==> src/rtl/alu_arbiter.sv <==
// alu_arbiter
// Arbitrates two requesters onto one shared, external, combinational ALU.
// Only one operation is in flight at a time:
//   IDLE: accept one request.
//   EXEC: drive the ALU and capture its result and flags.
//   DONE: present the result to the owning requester until it consumes it.
//
// Handshake semantics:
//   A request transfers on a cycle where reqN_valid && reqN_ready.
//   A response transfers on a cycle where respN_valid && respN_ready.
//   Valid is never required to wait for ready.
//   Ready is a combinational function of valid, because it carries the
//   grant decision.
//
// Parameters:
//   DW - operand/result width
//
// Ports:
//   clk, reset                 clock; synchronous active-high reset
//   reqN_valid/ready           request handshake for requester N (N = 0, 1)
//   reqN_op, reqN_ff           opcode and opcode bit 9 of requester N
//   reqN_a, reqN_b             operands of requester N
//   respN_valid/ready          response handshake for requester N
//   resp_data, resp_nzco       registered result and flags {N,Z,C,O}
//   alu_op, alu_in1, alu_in2   drive to the shared ALU (zero outside EXEC)
//   alu_res, alu_nzco          result and flags returned by the shared ALU
//
// Configuration:
//   ALU_ARB_FIXED_PRI_EN  when defined, requester 0 always wins a tie and
//                         no last-grant state is kept. The default build
//                         uses round-robin arbitration.
module alu_arbiter #(
  parameter int DW = 32
) (
  input  logic          clk,
  input  logic          reset,
  input  logic          req0_valid,
  output logic          req0_ready,
  input  logic [1:0]    req0_op,
  input  logic          req0_ff,
  input  logic [DW-1:0] req0_a,
  input  logic [DW-1:0] req0_b,
  input  logic          req1_valid,
  output logic          req1_ready,
  input  logic [1:0]    req1_op,
  input  logic          req1_ff,
  input  logic [DW-1:0] req1_a,
  input  logic [DW-1:0] req1_b,
  output logic          resp0_valid,
  input  logic          resp0_ready,
  output logic          resp1_valid,
  input  logic          resp1_ready,
  output logic [DW-1:0] resp_data,
  output logic [3:0]    resp_nzco,
  output logic [1:0]    alu_op,
  output logic [DW-1:0] alu_in1,
  output logic [DW-1:0] alu_in2,
  input  logic [DW-1:0] alu_res,
  input  logic [3:0]    alu_nzco
);

  typedef enum logic [1:0] {IDLE = 2'd0, EXEC = 2'd1, DONE = 2'd2} state_t;

  state_t        state, state_nxt;
  logic          owner;      // requester index of the operation in flight
  logic [1:0]    op_q;
  logic          ff_q;
  logic [DW-1:0] a_q, b_q;
  logic          rst_q;      // high for the first cycle after reset releases
  logic          grant;      // requester index that would be accepted now
  logic          can_accept;
  logic          accept;
  logic          resp_take;

`ifdef ALU_ARB_FIXED_PRI_EN
  // Requester 0 wins whenever it is valid.
  always_comb begin
    grant = ~req0_valid;
  end
`else
  logic last_grant;

  // On a tie, the requester that was not granted last wins.
  // Otherwise, the single valid requester wins.
  always_comb begin
    if (req0_valid && req1_valid) grant = ~last_grant;
    else                          grant = ~req0_valid;
  end
`endif

  // Readiness is suppressed while reset is high and on the cycle after it.
  assign can_accept = (state == IDLE) && !reset && !rst_q;
  assign req0_ready = can_accept && req0_valid && !grant;
  assign req1_ready = can_accept && req1_valid && grant;
  assign accept     = req0_ready || req1_ready;

  assign resp0_valid = (state == DONE) && !reset && !owner;
  assign resp1_valid = (state == DONE) && !reset && owner;
  // The ready signal of the requester that does not own the result is ignored.
  assign resp_take   = owner ? resp1_ready : resp0_ready;

  always_comb begin
    state_nxt = state;
    alu_op    = 2'b00;
    alu_in1   = '0;
    alu_in2   = '0;
    case (state)
      IDLE: if (accept) state_nxt = EXEC;
      EXEC: begin
        state_nxt = DONE;
        if (!reset) begin
          // Opcode 11 is split by ff: ff=0 selects ALU op 10, ff=1 keeps 11.
          alu_op  = (op_q == 2'b11) ? {1'b1, ff_q} : op_q;
          alu_in1 = a_q;
          alu_in2 = b_q;
        end
      end
      DONE: if (resp_take) state_nxt = IDLE;
      default: state_nxt = IDLE;
    endcase
  end

  always_ff @(posedge clk) begin
    if (reset) begin
      state     <= IDLE;
      owner     <= 1'b0;
      op_q      <= 2'b00;
      ff_q      <= 1'b0;
      a_q       <= '0;
      b_q       <= '0;
      resp_data <= '0;
      resp_nzco <= 4'b0000;
      rst_q     <= 1'b1;
`ifndef ALU_ARB_FIXED_PRI_EN
      last_grant <= 1'b1;
`endif
    end else begin
      state <= state_nxt;
      rst_q <= 1'b0;
      if (accept) begin
        owner <= grant;
        op_q  <= grant ? req1_op : req0_op;
        ff_q  <= grant ? req1_ff : req0_ff;
        a_q   <= grant ? req1_a  : req0_a;
        b_q   <= grant ? req1_b  : req0_b;
`ifndef ALU_ARB_FIXED_PRI_EN
        last_grant <= grant;
`endif
      end
      if (state == EXEC) begin
        resp_data <= alu_res;
        resp_nzco <= alu_nzco;
      end
    end
  end

endmodule

==> config.mk <==
export PLATFORM = sky130hd
export DESIGN_NAME = alu_arbiter
export DESIGN_NICKNAME = d
export VERILOG_FILES = /design/src/rtl/alu_arbiter.sv
export SDC_FILE = /design/constraint.sdc
export NUM_CORES = 1
export LEC_CHECK = 0
export CORE_MARGIN = 5
export CORE_UTILIZATION = 41
export DETAILED_ROUTE_END_ITERATION = 10
export PLACE_DENSITY = 0.88
export SYNTH_ARGS = -nofsm -noshare
export SYNTH_HDL_FRONTEND = slang
export SYNTH_SLANG_ARGS = --single-unit
==> constraint.sdc <==
create_clock -name clk -period 2.54 [get_ports clk]
set_input_delay 0.635 -clock clk [delete_from_list [all_inputs] [get_ports clk]]
set_output_delay 0.635 -clock clk [all_outputs]
set_load 0.1 [all_outputs]
==> results of run 1 <==
==> worst min-delay path by stage <==
stage             startpoint             to  slack (ps)  depth (start not counted)
2_1_floorplan        a_q[28]        a_q[28]         470                          2
3_3_place_gp   resp_data[17]  resp_data[17]         440                          2
3_5_place_dp   resp_data[20]  resp_data[20]         450                          2
4_1_cts        resp_data[11]  resp_data[11]         460                          2
5_1_grt        resp_data[24]  resp_data[24]         480                          2
6_report       resp_data[24]  resp_data[24]         460                          2
==> cell usage in the layout (no fill, tap or decap), types with 2 or more instances in the layout <==
cell type,count
sky130_fd_sc_hd__nor3_4,25
sky130_fd_sc_hd__bufinv_16,2
sky130_fd_sc_hd__o32ai_1,67
sky130_fd_sc_hd__nor3_2,40
sky130_fd_sc_hd__clkdlybuf4s50_1,174
sky130_fd_sc_hd__dfxtp_1,107
sky130_fd_sc_hd__inv_1,69
sky130_fd_sc_hd__buf_4,56
sky130_fd_sc_hd__clkbuf_8,3
sky130_fd_sc_hd__buf_12,75
sky130_fd_sc_hd__a221oi_1,67
sky130_fd_sc_hd__a21oi_1,37
sky130_fd_sc_hd__clkbuf_16,9
sky130_fd_sc_hd__nand2_1,74
==> metal layers <==
layer | share of wire (%) | wire length [um] | GRT usage, %
met1 | 38 | 7390 | 31.9
met2 | 52 | 10300 | 48.4
met3 | 7.7 | 1510 | 6.30
met4 | 2.7 | 541 | 8.96
met5 | 0 | 0 | 0
==> kinds of logic (layout without fill, tap and decap cells) <==
logic type / after synthesis / in the layout / share of synthesized area [%]
muxes: 1 / 1 / 0.209
AOI/OAI and AO/OA: 176 / 176 / 29.3
buffers and inverters: 140 / 392 / 11.1
and+or+nand+nor: 148 / 149 / 14.3
DFF: 108 / 108 / 45.2
==> registers in the layout (all words and copies together), names as in the netlist <==
register and cells:
a_q 32, b_q 32, resp_data 32, resp_nzco 4, op_q 2, state 2
ff_q 1, last_grant 1, owner 1, rst_q 1
==> power groups by stage <==
| stage | clock network (uW) | registers (uW) | logic (uW) |
|---|---|---|---|
| 5_1_grt | 1660 | 1850 | 1260 |
| 3_5_place_dp | 0 | 1880 | 1190 |
| 2_1_floorplan | 0 | 2050 | 511 |
| 4_1_cts | 1580 | 1840 | 1200 |
| 3_3_place_gp | 0 | 1870 | 1160 |
| 6_report | 1560 | 1840 | 1200 |
==> critical path, delay by kind of cell, from the launching register on <==
kind                   cells  cell delay (ps)
buffers and inverters      2              490
and+or+nand+nor            2              450
DFF                        1              500
==> per-stage QoR <==
stage               setup WS [ps]  cell area [um2]
finish                        117             9290
global route                 29.6             9290
CTS                           103             9290
detailed placement           27.2             8950
global placement              105             8950
floorplan                    -437             5360
==> area by class of cell <==
cell class | count | area [um2] | area share [%]
Clock buffer | 11 | 253 | 2.72
Clock inverter | 5 | 82.6 | 0.889
Inverter | 70 | 263 | 2.83
Multi-Input combinational cell | 326 | 2670 | 28.8
Sequential cell | 108 | 2160 | 23.3
Tap cell | 143 | 179 | 1.93
Timing Repair Buffer | 306 | 3680 | 39.6
==> key figures, run 1 <==
Status
  • Run status: completed

Yosys
  • Portion of synthesized cell area occupied by the leading cell type: 45.2%
  • Library cell occupying the most area in the post-synthesis netlist: sky130_fd_sc_hd__dfxtp_1
  • Post-Synthesis Mean Instance Area: 8.35 um2
  • Post-synth top cells: sky130_fd_sc_hd__dfxtp_1, sky130_fd_sc_hd__nand2_1, sky130_fd_sc_hd__inv_1
  • Count of mapped cells out of synthesis: 573
  • Number of register bits inferred by synthesis: 108
  • Count of flip-flops with a built-in enable after synthesis: 0
  • Leading cell types by total area after synthesis: sky130_fd_sc_hd__dfxtp_1, sky130_fd_sc_hd__a221oi_1, sky130_fd_sc_hd__o32ai_1
  • Synth async-reset ratio: 0%
  • Cell with the most instances after synthesis: sky130_fd_sc_hd__dfxtp_1
  • Part of the Yosys area used for sequential elements: 45.2%
  • Post-Synthesis Net Count: 749
  • Count of distinct cell types in the synthesized netlist: 25
  • Most common flop cell mapped by yosys: sky130_fd_sc_hd__dfxtp_1
  • Post-Synthesis Cell Area: 4790 um2
  • Syn. warnings: 0

Clock network
  • Sinks on Clock Net: 108
  • Clock tree from TritonCTS: done
  • CTS buffer count: 9
  • Clock latency of the later-clocked register in the worst-skew pair: 340 ps
  • CTS H-tree lvls: 3
  • Clock-pin transition on the worst setup and hold timing paths: 70 ps
  • Clock Tree Buf Depth: 2
  • Number of buffers added for setup after CTS: 0
  • Resized cells post-CTS: 0
  • Post-cts hold buffer count: 0
  • Library cell used as clock root buffer: sky130_fd_sc_hd__clkbuf_16

Global routing
  • Overall Global Routing Usage: 27.1%
  • Leftover overflow at the end of global routing: 0
  • First-pass GRT wire length: 31,200 um
  • Pin count of the biggest net entering global routing: 68
  • Number of antenna violations at the first check in global routing: 0
  • Via count of the first global-routing pass: 5,814

Place
  • Number of placed instances with taps included: 952
  • Input/output buffers: 281
  • Last weighted congestion value of the routability-driven placer: 0.810
  • Placed wire-length estimate: 14,700 um

Timing
  • Worst Max-Slew Pin Slew: 760 ps
  • RSZ-0062 raised after global routing: no
  • Final critical delay including setup and external delays: 2420 ps
  • Setup violation total in the final timing report: 0
  • Max frequency: 413 MHz
  • Final hold slack: 461 ps
  • Max-slew violation total from the final report: 0
  • Setup TNS: 0 ps
  • Headroom to the max-slew limit: 49.3%
  • Final clock period utilization by the worst path: 95.4%
  • Number of failing hold endpoints at the final stage: 0
  • Final clock skew: 8.06 ps

Critical path
  • Worst Path Arrival: 1790 ps
  • Biggest fanout along the worst timing path: 12
  • Cell breakdown of the critical path: nand2b_4, buf_4, nor3_2, buf_12
  • Required time of the critical path: 1900 ps
  • Capture point of the worst path: alu_in1[0]
  • Depth of the worst register-to-register path: 5
  • Beginning of the worst register-to-register path: state[0]
  • Nature of the critical path endpoint: output port
  • CP max stage delay: 500 ps
  • Worst reg2reg endpoint: a_q[1]
  • Worst R2R Setup Slack: 530 ps
  • CP Launch Type: flip-flop
  • WS Path Type: reg -> out
  • Critical-path top delay cell: sky130_fd_sc_hd__dfxtp_1
  • Critical path origin: state[1]

Pwr
  • Net Sw Frac: 30.1%
  • Part of the power in the clock network: 33.9%
  • Internal: 3220 uW
  • Net Switching: 1380 uW
  • Final Power: 4600 uW
  • Power per standard cell area: 495 nW/um2
  • Max VDD drop: 0.000374 V
  • Proportion of power drawn by flip-flops and latches: 40.0%
  • Combinational share of power: 26.1%
  • Standby leakage power: 0.00335 uW

Layout
  • Area overhead of the layout relative to synthesis: 94.1%
  • Post-layout instance count excluding filler cells: 969
  • Number of nets in the layout: 997
  • Number of antenna cells inserted: 0
  • Share of cells above drive strength 1: 27.5%
  • Fill count: 661
  • Final core occ: 81.4%

Flow run
  • Number of maximum-capacitance violations: 0

Floorplan
  • Top-level port count: 282
  • Die ar.: 13,900 um2
  • Std-Cell Core Area: 11,400 um2
  • Die outline width: 118 um
  • Initial cell density of the core: 41.9%
  • Chip height: 118 um
  • Placement Rows: 39

Routing
  • Detailed-route DRC error count: 0
  • Number of detailed-routing iterations run before antenna repair: 5
  • Vias/cell: 5.84
  • Drt first-iter violations: 408
  • Via total after detailed routing: 5,662
  • Number of routed nets with antenna violations: 0
  • Drt wl/cell: 20.3 um
  • Post-detailed-routing wire length: 19,700 um

Hold path
  • Path category of the worst min-delay check: reg -> reg
(Power assumes the default switching activity.)
==> run 2, diff against run 1 <==
Settings changed: GPL_ROUTABILITY_DRIVEN set to 1, PLACE_DENSITY 0.88 to 0.95.
==> run 2 against run 1 <==
  * Via count increased by 1.0%
  * Largest cell class unchanged
  * Combinational power about the same
  * Register-to-register slack got worse by 170 ps
  * Clock skew decreased by 2.4 ps
==> key figures, run 2 (synthesis gave the netlist of run 1 again) <==
Pwr
  • Max VDD drop: 0.000370 V (-1.1%)
  • Part of the power in the clock network: 31.3% (-2.6 points)
  • Net Switching: 1450 uW (+4.9%)
  • Combinational share of power: 27.2% (+1.1 points)
  • Standby leakage power: 0.00333 uW (-0.60%)
  • Proportion of power drawn by flip-flops and latches: 41.5% (+1.5 points)
  • Power per standard cell area: 479 nW/um2 (-3.2%)
  • Internal: 2990 uW (-7.0%)
  • Net Sw Frac: 32.6% (+2.6 points)
  • Final Power: 4440 uW (-3.4%)

Place
  • Placed wire-length estimate: 15,200 um (+3.4%)
  • Input/output buffers: 281 (unchanged)
  • Last weighted congestion value of the routability-driven placer: 0.797 (-1.5%)

Global routing
  • Most Used Layer, Global Route: met2
  • Overall Global Routing Usage: 27.8% (+0.65 points)
  • First-pass GRT wire length: 31,600 um (+1.3%)
  • Leftover overflow at the end of global routing: 0 (unchanged)
  • Met3 routing resource usage after global routing: 8.70% (+2.4 points)
  • Number of antenna violations at the first check in global routing: 0 (unchanged)
  • Met1 Track Usage GR: 31.1% (-0.79 points)
  • Met2 Usage GRT: 48.9% (+0.53 points)
  • Via count of the first global-routing pass: 5,850 (+0.62%)
  • Pin count of the biggest net entering global routing: 69 (+1.5%)

Layout
  • Fill count: 622 (-5.9%)
  • Area overhead of the layout relative to synthesis: 93.6%
  • Final core occ: 81.2% (-0.19 points)
  • Share of cells above drive strength 1: 27.3% (-0.18 points)
  • Most frequent standard cell in the layout excluding fill and tap cells: sky130_fd_sc_hd__clkdlybuf4s50_1
  • Number of nets in the layout: 995 (-0.20%)
  • Most frequent cells in the layout: sky130_fd_sc_hd__clkdlybuf4s50_1, sky130_fd_sc_hd__dfxtp_1, sky130_fd_sc_hd__buf_12, sky130_fd_sc_hd__nand2_1, sky130_fd_sc_hd__inv_1
  • Registers with the highest flip-flop counts: a_q x32, b_q x32, resp_data x32
  • Number of antenna cells inserted: 0 (unchanged)

Critical path
  • Worst Path Arrival: 1800 ps (about the same)
  • Nature of the critical path endpoint: output port
  • Required time of the critical path: 1900 ps (about the same)
  • WS Path Type: reg -> out
  • CP Launch Type: flip-flop
  • Biggest fanout along the worst timing path: 21 (+9)

Clock network
  • Clock-pin transition on the worst setup and hold timing paths: 80 ps (about the same)
  • Clock latency of the later-clocked register in the worst-skew pair: 340 ps (about the same)
  • Clock tree from TritonCTS: done
  • Post-cts hold buffer count: 0 (unchanged)
  • Resized cells post-CTS: 0 (unchanged)
  • Clock Tree Buf Depth: 2 (unchanged)
  • Number of buffers added for setup after CTS: 0 (unchanged)
  • CTS H-tree lvls: 3 (unchanged)
  • CTS buffer count: 9 (unchanged)
  • Library cell used as clock root buffer: sky130_fd_sc_hd__clkbuf_16
  • Sinks on Clock Net: 108 (unchanged)

Flow run
  • Number of maximum-capacitance violations: 0 (unchanged)

Floorplan
  • Die outline width: 118 um (unchanged)
  • Chip height: 118 um (unchanged)
  • Std-Cell Core Area: 11,400 um2 (unchanged)
  • Top-level port count: 282 (unchanged)
  • Placement Rows: 39 (unchanged)
  • Die ar.: 13,900 um2 (unchanged)
  • Initial cell density of the core: 41.9% (unchanged)

Timing
  • Number of failing hold endpoints at the final stage: 0 (unchanged)
  • Setup violation total in the final timing report: 0 (unchanged)
  • Headroom to the max-slew limit: 49.5% (+0.12 points)
  • Worst Max-Slew Pin Slew: 758 ps (-1.73 ps)
  • RSZ-0062 raised after global routing: no
  • Max frequency: 411 MHz (-0.53%)
  • Final critical delay including setup and external delays: 2440 ps (+12.8 ps)
  • Final clock skew: 5.64 ps (-2.43 ps)
  • Max-slew violation total from the final report: 0 (unchanged)
  • Final clock period utilization by the worst path: 95.9% (+0.51 points)

Routing
  • Post-detailed-routing wire length: 20,300 um (+2.9%)
  • Detailed-route DRC error count: 0 (unchanged)
  • Drt first-iter violations: 469 (+15%)
  • Drt wl/cell: 21.0 um (+3.2%)
  • Number of detailed-routing iterations run before antenna repair: 7 (+2)
  • Vias/cell: 5.91 (+1.2%)
  • Number of routed nets with antenna violations: 0 (unchanged)
  • Via total after detailed routing: 5,719 (+1.0%)

Status
  • Run status: completed

Hold path
  • Path category of the worst min-delay check: reg -> reg
run 2: layout make-up:
cell class,instances,area [um2],area share (%)
sequential,108,2160,23.3
timing repair buffer,305,3710,40.0
clock inverter,7,67.6,0.729
inverter,70,263,2.83
clock buffer,9,225,2.43
tap,143,179,1.93
multi-input combinational,325,2670,28.7
run 2: stage by stage:
step	cells	setup TNS (ps)	cell area [um2]	hold slack, ps	worst slack [ps]
after global placement	951	0	8980	441	86.9
after CTS	967	0	9270	462	98.0
after global routing	967	0	9270	476	31.7
after floorplan	573	-17690	5360	471	-437
after detailed placement	951	-450	8980	451	-133
final	967	0	9270	463	105
run 2: path summary, 6_finish.rpt:
path,slack (ps),to,from,cells after the start
setup / recovery,100,alu_in2[27],state[1],4
hold reg to reg,460,resp_data[18],resp_data[18],2
hold / removal,460,resp_data[18],resp_data[18],2
setup reg to reg,360,b_q[11],state[0],5
run 2: power groups by stage:
stage | registers, uW | logic [uW] | clock network (uW)
floorplan | 2050 | 511 | 0
global placement | 1870 | 1160 | 0
detailed placement | 1880 | 1200 | 0
CTS | 1840 | 1210 | 1400
global route | 1850 | 1270 | 1490
finish | 1840 | 1210 | 1390
run 2: critical path, stage by stage, from the launching register on:
cell,delay (ps)
sky130_fd_sc_hd__dfxtp_1,500
sky130_fd_sc_hd__nand2b_4,290
sky130_fd_sc_hd__buf_4,370
sky130_fd_sc_hd__nor3_2,110
sky130_fd_sc_hd__buf_12,180
run 2: per-layer routing:
layer,wire [um],up-vias
li1,-,2615
met1,7170,2732
met2,10500,325
met3,1910,47
met4,732,0
met5,0,-
